`config.mk`:
```
export PLATFORM = sky130hd
export DESIGN_NAME = dlfloat_mac_sequencer_flat
export DESIGN_NICKNAME = d
export VERILOG_FILES = /design/src/rtl/dlfloat_pkg.sv /design/src/rtl/dlfloat_mac_sequencer_if.sv /design/src/rtl/dlfloat_drain_timer.sv /design/src/rtl/dlfloat_mac_sequencer.sv /design/src/flat_wrapper.sv
export SDC_FILE = /design/constraint.sdc
export NUM_CORES = 1
export LEC_CHECK = 0
export CAP_MARGIN = 20
export CORE_MARGIN = 2
export CORE_UTILIZATION = 44
export DETAILED_ROUTE_END_ITERATION = 12
export MAX_ROUTING_LAYER = met4
export PLACE_DENSITY = 0.86
export SLEW_MARGIN = 40
export SYNTH_ARGS = -nofsm -noshare
export SYNTH_HDL_FRONTEND = slang
export SYNTH_SLANG_ARGS = --single-unit
```
`constraint.sdc`:
```
create_clock -name clk -period 2.6 [get_ports clk]
set_input_delay 0.52 -clock clk [delete_from_list [all_inputs] [get_ports clk]]
set_output_delay 0.52 -clock clk [all_outputs]
set_load 0.02 [all_outputs]
```
`src/rtl/dlfloat_pkg.sv`:
```
// rtl/dlfloat_pkg.sv - shared DLFloat constants and sequencer state type
package dlfloat_pkg;

    localparam int DLF_W = 16;
    localparam logic [DLF_W-1:0] DLF_ZERO = 16'h0000;
    localparam logic [DLF_W-1:0] DLF_ONE  = 16'h3E00;

    typedef enum logic [2:0] {
        IDLE,
        LOAD_A,
        LOAD_B,
        DRAIN,
        DONE
    } seq_state_t;

endpackage

```
`src/rtl/dlfloat_mac_sequencer_if.sv`:
```
// rtl/dlfloat_mac_sequencer_if.sv - operand, MAC and result handshake bundle of the sequencer
interface dlfloat_mac_sequencer_if
    import dlfloat_pkg::*;
#(
    parameter int DW    = DLF_W,
    parameter int CNT_W = 8
);

    logic             start;
    logic [CNT_W-1:0] cfg_len;
    logic             abort;
    logic [DW-1:0]    in_data;
    logic             in_valid;
    logic             in_ready;
    logic [DW-1:0]    mac_a;
    logic [DW-1:0]    mac_b;
    logic             mac_en;
    logic             mac_clr;
    logic [DW-1:0]    mac_c;
    logic [DW-1:0]    res_data;
    logic             res_valid;
    logic             res_ready;
    logic             busy;

    // master = host plus MAC side, slave = the sequencer
    modport master (
        output start, cfg_len, abort, in_data, in_valid, mac_c, res_ready,
        input  in_ready, mac_a, mac_b, mac_en, mac_clr, res_data, res_valid, busy
    );

    modport slave (
        input  start, cfg_len, abort, in_data, in_valid, mac_c, res_ready,
        output in_ready, mac_a, mac_b, mac_en, mac_clr, res_data, res_valid, busy
    );

endinterface

```
`src/rtl/dlfloat_drain_timer.sv`:
```
// rtl/dlfloat_drain_timer.sv - loadable down-counter that flags when the MAC pipeline has drained
module dlfloat_drain_timer #(
    parameter int W = 2
) (
    input  logic         clk,
    input  logic         rst,
    input  logic         load,
    input  logic [W-1:0] load_val,
    input  logic         dec,
    output logic         expired
);

    logic [W-1:0] cnt;

    always_ff @(posedge clk or posedge rst) begin
        if (rst) begin
            cnt <= '0;
        end else if (load) begin
            cnt <= load_val;
        end else if (dec && (cnt != '0)) begin
            cnt <= cnt - 1'b1;
        end
    end

    assign expired = (cnt == '0);

endmodule

```
`src/rtl/dlfloat_mac_sequencer.sv`:
```
// rtl/dlfloat_mac_sequencer.sv - feeds N operand pairs to the DLFloat MAC, drains it, returns the sum
module dlfloat_mac_sequencer
    import dlfloat_pkg::*;
#(
    parameter int DW      = DLF_W,
    parameter int CNT_W   = 8,
    parameter int MAC_LAT = 3
) (
    input  logic                    clk,
    input  logic                    rst,
    dlfloat_mac_sequencer_if.slave  bus
);

    localparam int TW = $clog2(MAC_LAT + 1);

    seq_state_t       state;
    logic [CNT_W-1:0] len;
    logic [CNT_W-1:0] pair_cnt;
    logic [DW-1:0]    a_hold;
    logic             in_hs;
    logic             last_pair;
    logic             drain_load;
    logic             drain_expired;

    assign bus.in_ready = (state == LOAD_A) || (state == LOAD_B);
    assign bus.busy     = (state != IDLE);

    assign in_hs     = bus.in_valid && bus.in_ready;
    assign last_pair = (pair_cnt == len - 1'b1);
    // abort outranks the final pair, so the timer must not be armed then
    assign drain_load = (state == LOAD_B) && in_hs && last_pair && !bus.abort;

    dlfloat_drain_timer #(
        .W (TW)
    ) u_drain_timer (
        .clk      (clk),
        .rst      (rst),
        .load     (drain_load),
        .load_val (TW'(MAC_LAT)),
        .dec      (state == DRAIN),
        .expired  (drain_expired)
    );

    always_ff @(posedge clk or posedge rst) begin
        if (rst) begin
            state         <= IDLE;
            len           <= '0;
            pair_cnt      <= '0;
            a_hold        <= '0;
            bus.mac_a     <= '0;
            bus.mac_b     <= '0;
            bus.mac_en    <= 1'b0;
            bus.mac_clr   <= 1'b0;
            bus.res_data  <= '0;
            bus.res_valid <= 1'b0;
        end else begin
            bus.mac_en  <= 1'b0;
            bus.mac_clr <= 1'b0;
            if ((state != IDLE) && bus.abort) begin
                bus.mac_clr   <= 1'b1;
                bus.res_valid <= 1'b0;
                pair_cnt      <= '0;
                state         <= IDLE;
            end else begin
                case (state)
                    IDLE: begin
                        if (bus.start && !bus.abort) begin
                            len      <= bus.cfg_len;
                            pair_cnt <= '0;
                            if (bus.cfg_len != '0) begin
                                state <= LOAD_A;
                            end else begin
                                bus.res_data  <= DW'(DLF_ZERO);
                                bus.res_valid <= 1'b1;
                                state         <= DONE;
                            end
                        end
                    end
                    LOAD_A: begin
                        if (in_hs) begin
                            a_hold <= bus.in_data;
                            state  <= LOAD_B;
                        end
                    end
                    LOAD_B: begin
                        if (in_hs) begin
                            bus.mac_a  <= a_hold;
                            bus.mac_b  <= bus.in_data;
                            bus.mac_en <= 1'b1;
                            pair_cnt   <= pair_cnt + 1'b1;
                            state      <= last_pair ? DRAIN : LOAD_A;
                        end
                    end
                    DRAIN: begin
                        if (drain_expired) begin
                            bus.res_data  <= bus.mac_c;
                            bus.res_valid <= 1'b1;
                            state         <= DONE;
                        end
                    end
                    DONE: begin
                        if (bus.res_ready) begin
                            bus.res_valid <= 1'b0;
                            bus.mac_clr   <= 1'b1;
                            state         <= IDLE;
                        end
                    end
                    default: state <= IDLE;
                endcase
            end
        end
    end

endmodule

```
`src/flat_wrapper.sv`:
```
// flat-port wrapper written by rule: the top's interface ports become plain ports
module dlfloat_mac_sequencer_flat import dlfloat_pkg::*;
#(
    parameter int DW      = DLF_W,
    parameter int CNT_W   = 8,
    parameter int MAC_LAT = 3
)
  (clk, rst, bus_start, bus_cfg_len, bus_abort, bus_in_data, bus_in_valid, bus_mac_c, bus_res_ready, bus_in_ready, bus_mac_a, bus_mac_b, bus_mac_en, bus_mac_clr, bus_res_data, bus_res_valid, bus_busy);
  dlfloat_mac_sequencer_if #(.DW(DW), .CNT_W(CNT_W)) bus_i ();
  input  logic clk;
  input  logic rst;
  input wire logic [$bits(bus_i.start)-1:0] bus_start;
  input wire logic [$bits(bus_i.cfg_len)-1:0] bus_cfg_len;
  input wire logic [$bits(bus_i.abort)-1:0] bus_abort;
  input wire logic [$bits(bus_i.in_data)-1:0] bus_in_data;
  input wire logic [$bits(bus_i.in_valid)-1:0] bus_in_valid;
  input wire logic [$bits(bus_i.mac_c)-1:0] bus_mac_c;
  input wire logic [$bits(bus_i.res_ready)-1:0] bus_res_ready;
  output wire logic [$bits(bus_i.in_ready)-1:0] bus_in_ready;
  output wire logic [$bits(bus_i.mac_a)-1:0] bus_mac_a;
  output wire logic [$bits(bus_i.mac_b)-1:0] bus_mac_b;
  output wire logic [$bits(bus_i.mac_en)-1:0] bus_mac_en;
  output wire logic [$bits(bus_i.mac_clr)-1:0] bus_mac_clr;
  output wire logic [$bits(bus_i.res_data)-1:0] bus_res_data;
  output wire logic [$bits(bus_i.res_valid)-1:0] bus_res_valid;
  output wire logic [$bits(bus_i.busy)-1:0] bus_busy;
  assign bus_i.start = bus_start;
  assign bus_i.cfg_len = bus_cfg_len;
  assign bus_i.abort = bus_abort;
  assign bus_i.in_data = bus_in_data;
  assign bus_i.in_valid = bus_in_valid;
  assign bus_i.mac_c = bus_mac_c;
  assign bus_i.res_ready = bus_res_ready;
  assign bus_in_ready = bus_i.in_ready;
  assign bus_mac_a = bus_i.mac_a;
  assign bus_mac_b = bus_i.mac_b;
  assign bus_mac_en = bus_i.mac_en;
  assign bus_mac_clr = bus_i.mac_clr;
  assign bus_res_data = bus_i.res_data;
  assign bus_res_valid = bus_i.res_valid;
  assign bus_busy = bus_i.busy;
  dlfloat_mac_sequencer #(.DW(DW), .CNT_W(CNT_W), .MAC_LAT(MAC_LAT)) u_core (.clk(clk), .rst(rst), .bus(bus_i));
endmodule
```
==> flow_metrics.tcl <==
set metrics [dict create \
    status "finished clean" \
    path_cells "or3_1 > clkdlybuf4s50_1" \
    critical_path_depth 2 \
    count_of_cells_along_the_worst_register_to_register_path 7 \
    power.switching_fraction_pct 38.9 \
    worst_path_dominant_cell_family "buffers and inverters" \
    post-route-cell-area_um2 5280 \
    layout_setup_ws_ns 0.149 \
    synth_adder_area_share_pct 0.948 \
    post_synth_xor_area_fraction_pct 1.99 \
    max_cap_violations 0 \
    synth-seq-cells 88 \
    syn2layout_area_growth_pct 33.3 \
    rsz0062_at_grt "no" \
    clockRootBuffer "sky130_fd_sc_hd__clkbuf_8" \
    ff2ff_setup_slack_ns 0.46 \
    netlist_top_cells_count "sky130_fd_sc_hd__nand2_1, sky130_fd_sc_hd__dfrtp_1, sky130_fd_sc_hd__mux2_2" \
    design.core.area_um2 8720 \
    synth.yosys.warnings 0 \
    final_period_minus_worst_setup_slack_ns 2.45 \
    area.sequential_um2 2200 \
    cts_tree "built" \
    post_synth_instance_area_um2 3960 \
    synth-compound-area-share_pct 9.58 \
    post_cts.resized_instances 0 \
    post_cts_buffers 0 \
    port_buffers 98 \
    path_class "register to output pin" \
    cp_data_required_time_ns 2.08 \
    worst_setup_start_kind "register" \
    cp_data_arrival_time_ns 1.93 \
    fp.dieH_um 98.9 \
    start_util_pct 45.4 \
    mappedNetlistNets 454 \
    dieArea_um2 9770 \
    power.density_nw_per_um2 1130 \
    top_level_ports 99 \
    path_max_fanout 16 \
    dp_worst_setup_slack_ns 0.125 \
    synthTopCellsByArea "sky130_fd_sc_hd__dfrtp_1, sky130_fd_sc_hd__nand2_1, sky130_fd_sc_hd__mux2_2" \
    timing_worst_slew_pin_value_ns 0.615 \
    fin_setup_tns_ns 0 \
    crit_start "u_core.state[1]" \
    avgViaCountPerCell 5.16 \
    regToRegStartpoint "u_core.len[0]" \
    synth_area_leader_cell "sky130_fd_sc_hd__dfrtp_1" \
    drt-wirelength-per-cell_um 14.5 \
    postRouteWirelength_um 8970 \
    initial_antenna_violation_count 0 \
    grt-ovfl-total 0 \
    post_synth_and_or_nand_nor_area_fraction_pct 22.0 \
    multi_input_gate_area_in_the_final_layout_um2 1640 \
    synthDominantCellAreaShare_pct 55.6 \
    postSynth.asyncResetShare_pct 100 \
    first_global_vias 3238 \
    delay_of_the_slowest_cell_on_the_worst_path_ns 0.57 \
    via_count 3188 \
    synth_most_common_cell "sky130_fd_sc_hd__nand2_1" \
    drt_initial_violations 146 \
    hp-class "register to register" \
    clock-skew-final_ns 0.0145 \
    diodes 0 \
    critical_path.reg2reg.endpoint "u_core.u_drain_timer.cnt[1]" \
    power.sequential.fraction_pct 39.6 \
    setup_viol_count_final 0 \
    crit_path_top_delay_cell "sky130_fd_sc_hd__clkdlybuf4s50_1" \
    clock_sink_count 88 \
    vdd_drop_max_v 0.000631 \
    relSlewSlack_pct 58.8 \
    critPathCapture "bus_busy" \
    power.combinational.fraction_pct 45.5 \
    drtPass1Iterations 4 \
    nets 554 \
    main_combinational_cell_family_by_area_after_synthesis "simple AND/OR/NAND/NOR gates" \
    die_w_um 98.9 \
    internal_dissipation_mw 3.63 \
    clk_lat_worst_skew_ns 0.35 \
    power.clock.fraction_pct 14.9 \
    place.gp.congestion 0.845 \
    instance_area_after_placement_um2 5100 \
    timing.hold.ws_ns 0.472 \
    power.static_leakage_nw 2.39 \
    hold_buffers 0 \
    path_buf_inv 1 \
    post-route-util_pct 60.5 \
    clk_transition_reported_paths_ns 0.10 \
    synth_mux_area_share_pct 6.83 \
    p_switching_mw 2.31 \
    synthFlopType "sky130_fd_sc_hd__dfrtp_1" \
    layout-drive-gt1-share_pct 12.0 \
    slew_viol_final 0 \
    cells_after_synth 405 \
    hpwl_um 6300 \
    n_fill_cell 728 \
    synthesis.area_per_instance_um2 9.77 \
    antenna_left 0 \
    numCtsBuffers 9 \
    crit_path_end_kind "output pin" \
    synthDistinctLibCells 49 \
    achievable-frequency_mhz 408 \
    clock_h_tree_levels 3 \
    post-route-period-util_pct 94.3 \
    grt_util_all_layers_pct 19.3 \
    synth-edff-count 0 \
    final_hold_viol_count 0 \
    grt_max_degree 89 \
    std_cell_rows 34 \
    grt_first_pass_wirelength_um 15100 \
    cts_buffer_depth 2 \
    synth_seq_area_share_pct 55.6 \
    drc 0 \
]
## cells by family after synthesis
kind of cell | Yosys count
simple gates | 193
flops | 88
compound gates | 61
buf+inv | 27
mux | 24
xor+xnor | 9
fa+ha+maj | 3
## power groups by stage
stage	combinational, mW	sequential, mW	clock [mW]
after floorplan	1.19	2.71	0
after global placement	2.64	2.35	0
after detailed placement	2.72	2.38	0
after CTS	2.73	2.36	0.907
after global routing	2.95	2.44	0.960
final	2.71	2.36	0.884
## per-layer routing
metal | global-route usage (%) | wire length, um
met3 | 5.89 | 669
met2 | 31.1 | 4340
met5 | - | 0
met1 | 24.4 | 3930
met4 | 4.00 | 37
## worst min path at each step
stage | start | end | depth (start not counted) | slack [ns]
2_1_floorplan | u_core.a_hold[0] | u_core.bus.mac_a[0] | 2 | 0.43
3_3_place_gp | u_core.a_hold[8] | u_core.bus.mac_a[8] | 2 | 0.44
3_5_place_dp | u_core.a_hold[4] | u_core.bus.mac_a[4] | 2 | 0.45
4_1_cts | u_core.a_hold[2] | u_core.bus.mac_a[2] | 2 | 0.48
5_1_grt | u_core.a_hold[8] | u_core.bus.mac_a[8] | 2 | 0.50
6_report | u_core.a_hold[3] | u_core.bus.mac_a[3] | 2 | 0.47
## area by class of cell
type / instances / area share [%]
Sequential cell: 88 / 41.7
Multi-Input combinational cell: 290 / 31.0
Timing Repair Buffer: 108 / 20.7
Tap cell: 108 / 2.56
Clock buffer: 10 / 2.42
Clock inverter: 6 / 0.924
Inverter: 8 / 0.640
## flip-flops by register name (all words and copies together) (netlist names), 2 cells and up
name,cells
u_core.state,3
u_core.bus.res_data,16
u_core.pair_cnt,8
u_core.bus.mac_a,16
u_core.a_hold,16
u_core.u_drain_timer.cnt,2
u_core.bus.mac_b,16
u_core.len,8
## metrics by stage
stage               instances  total power [mW]
finish                    618              5.95
detailed placement        602              5.10
CTS                       618              6.00
global route              618              6.35
global placement          602              4.99
floorplan                 405              3.89
## tightest hold or removal path, cell delays in order, from the launching register on
cell	delay, ns
sky130_fd_sc_hd__dfrtp_1	0.35
sky130_fd_sc_hd__nand2_1	0.06
sky130_fd_sc_hd__nand2_1	0.05
## cell usage in the layout, fill, tap and decap left out, types with 4 or more instances in the layout
master	netlist	routed
sky130_fd_sc_hd__a22o_1	4	4
sky130_fd_sc_hd__buf_4	1	7
sky130_fd_sc_hd__clkbuf_8	0	9
sky130_fd_sc_hd__clkdlybuf4s50_1	0	98
sky130_fd_sc_hd__dfrtp_1	88	88
sky130_fd_sc_hd__inv_1	7	6
sky130_fd_sc_hd__inv_6	0	4
sky130_fd_sc_hd__mux2_2	24	24
sky130_fd_sc_hd__nand2_1	143	143
sky130_fd_sc_hd__nand3_1	5	5
sky130_fd_sc_hd__nor2_1	8	8
sky130_fd_sc_hd__nor2b_1	6	6
sky130_fd_sc_hd__nor4_1	5	5
sky130_fd_sc_hd__o21ai_0	14	14
sky130_fd_sc_hd__o21ai_1	20	20
sky130_fd_sc_hd__or2_2	5	5
sky130_fd_sc_hd__xnor2_1	6	6
(Power assumes the default switching activity.)
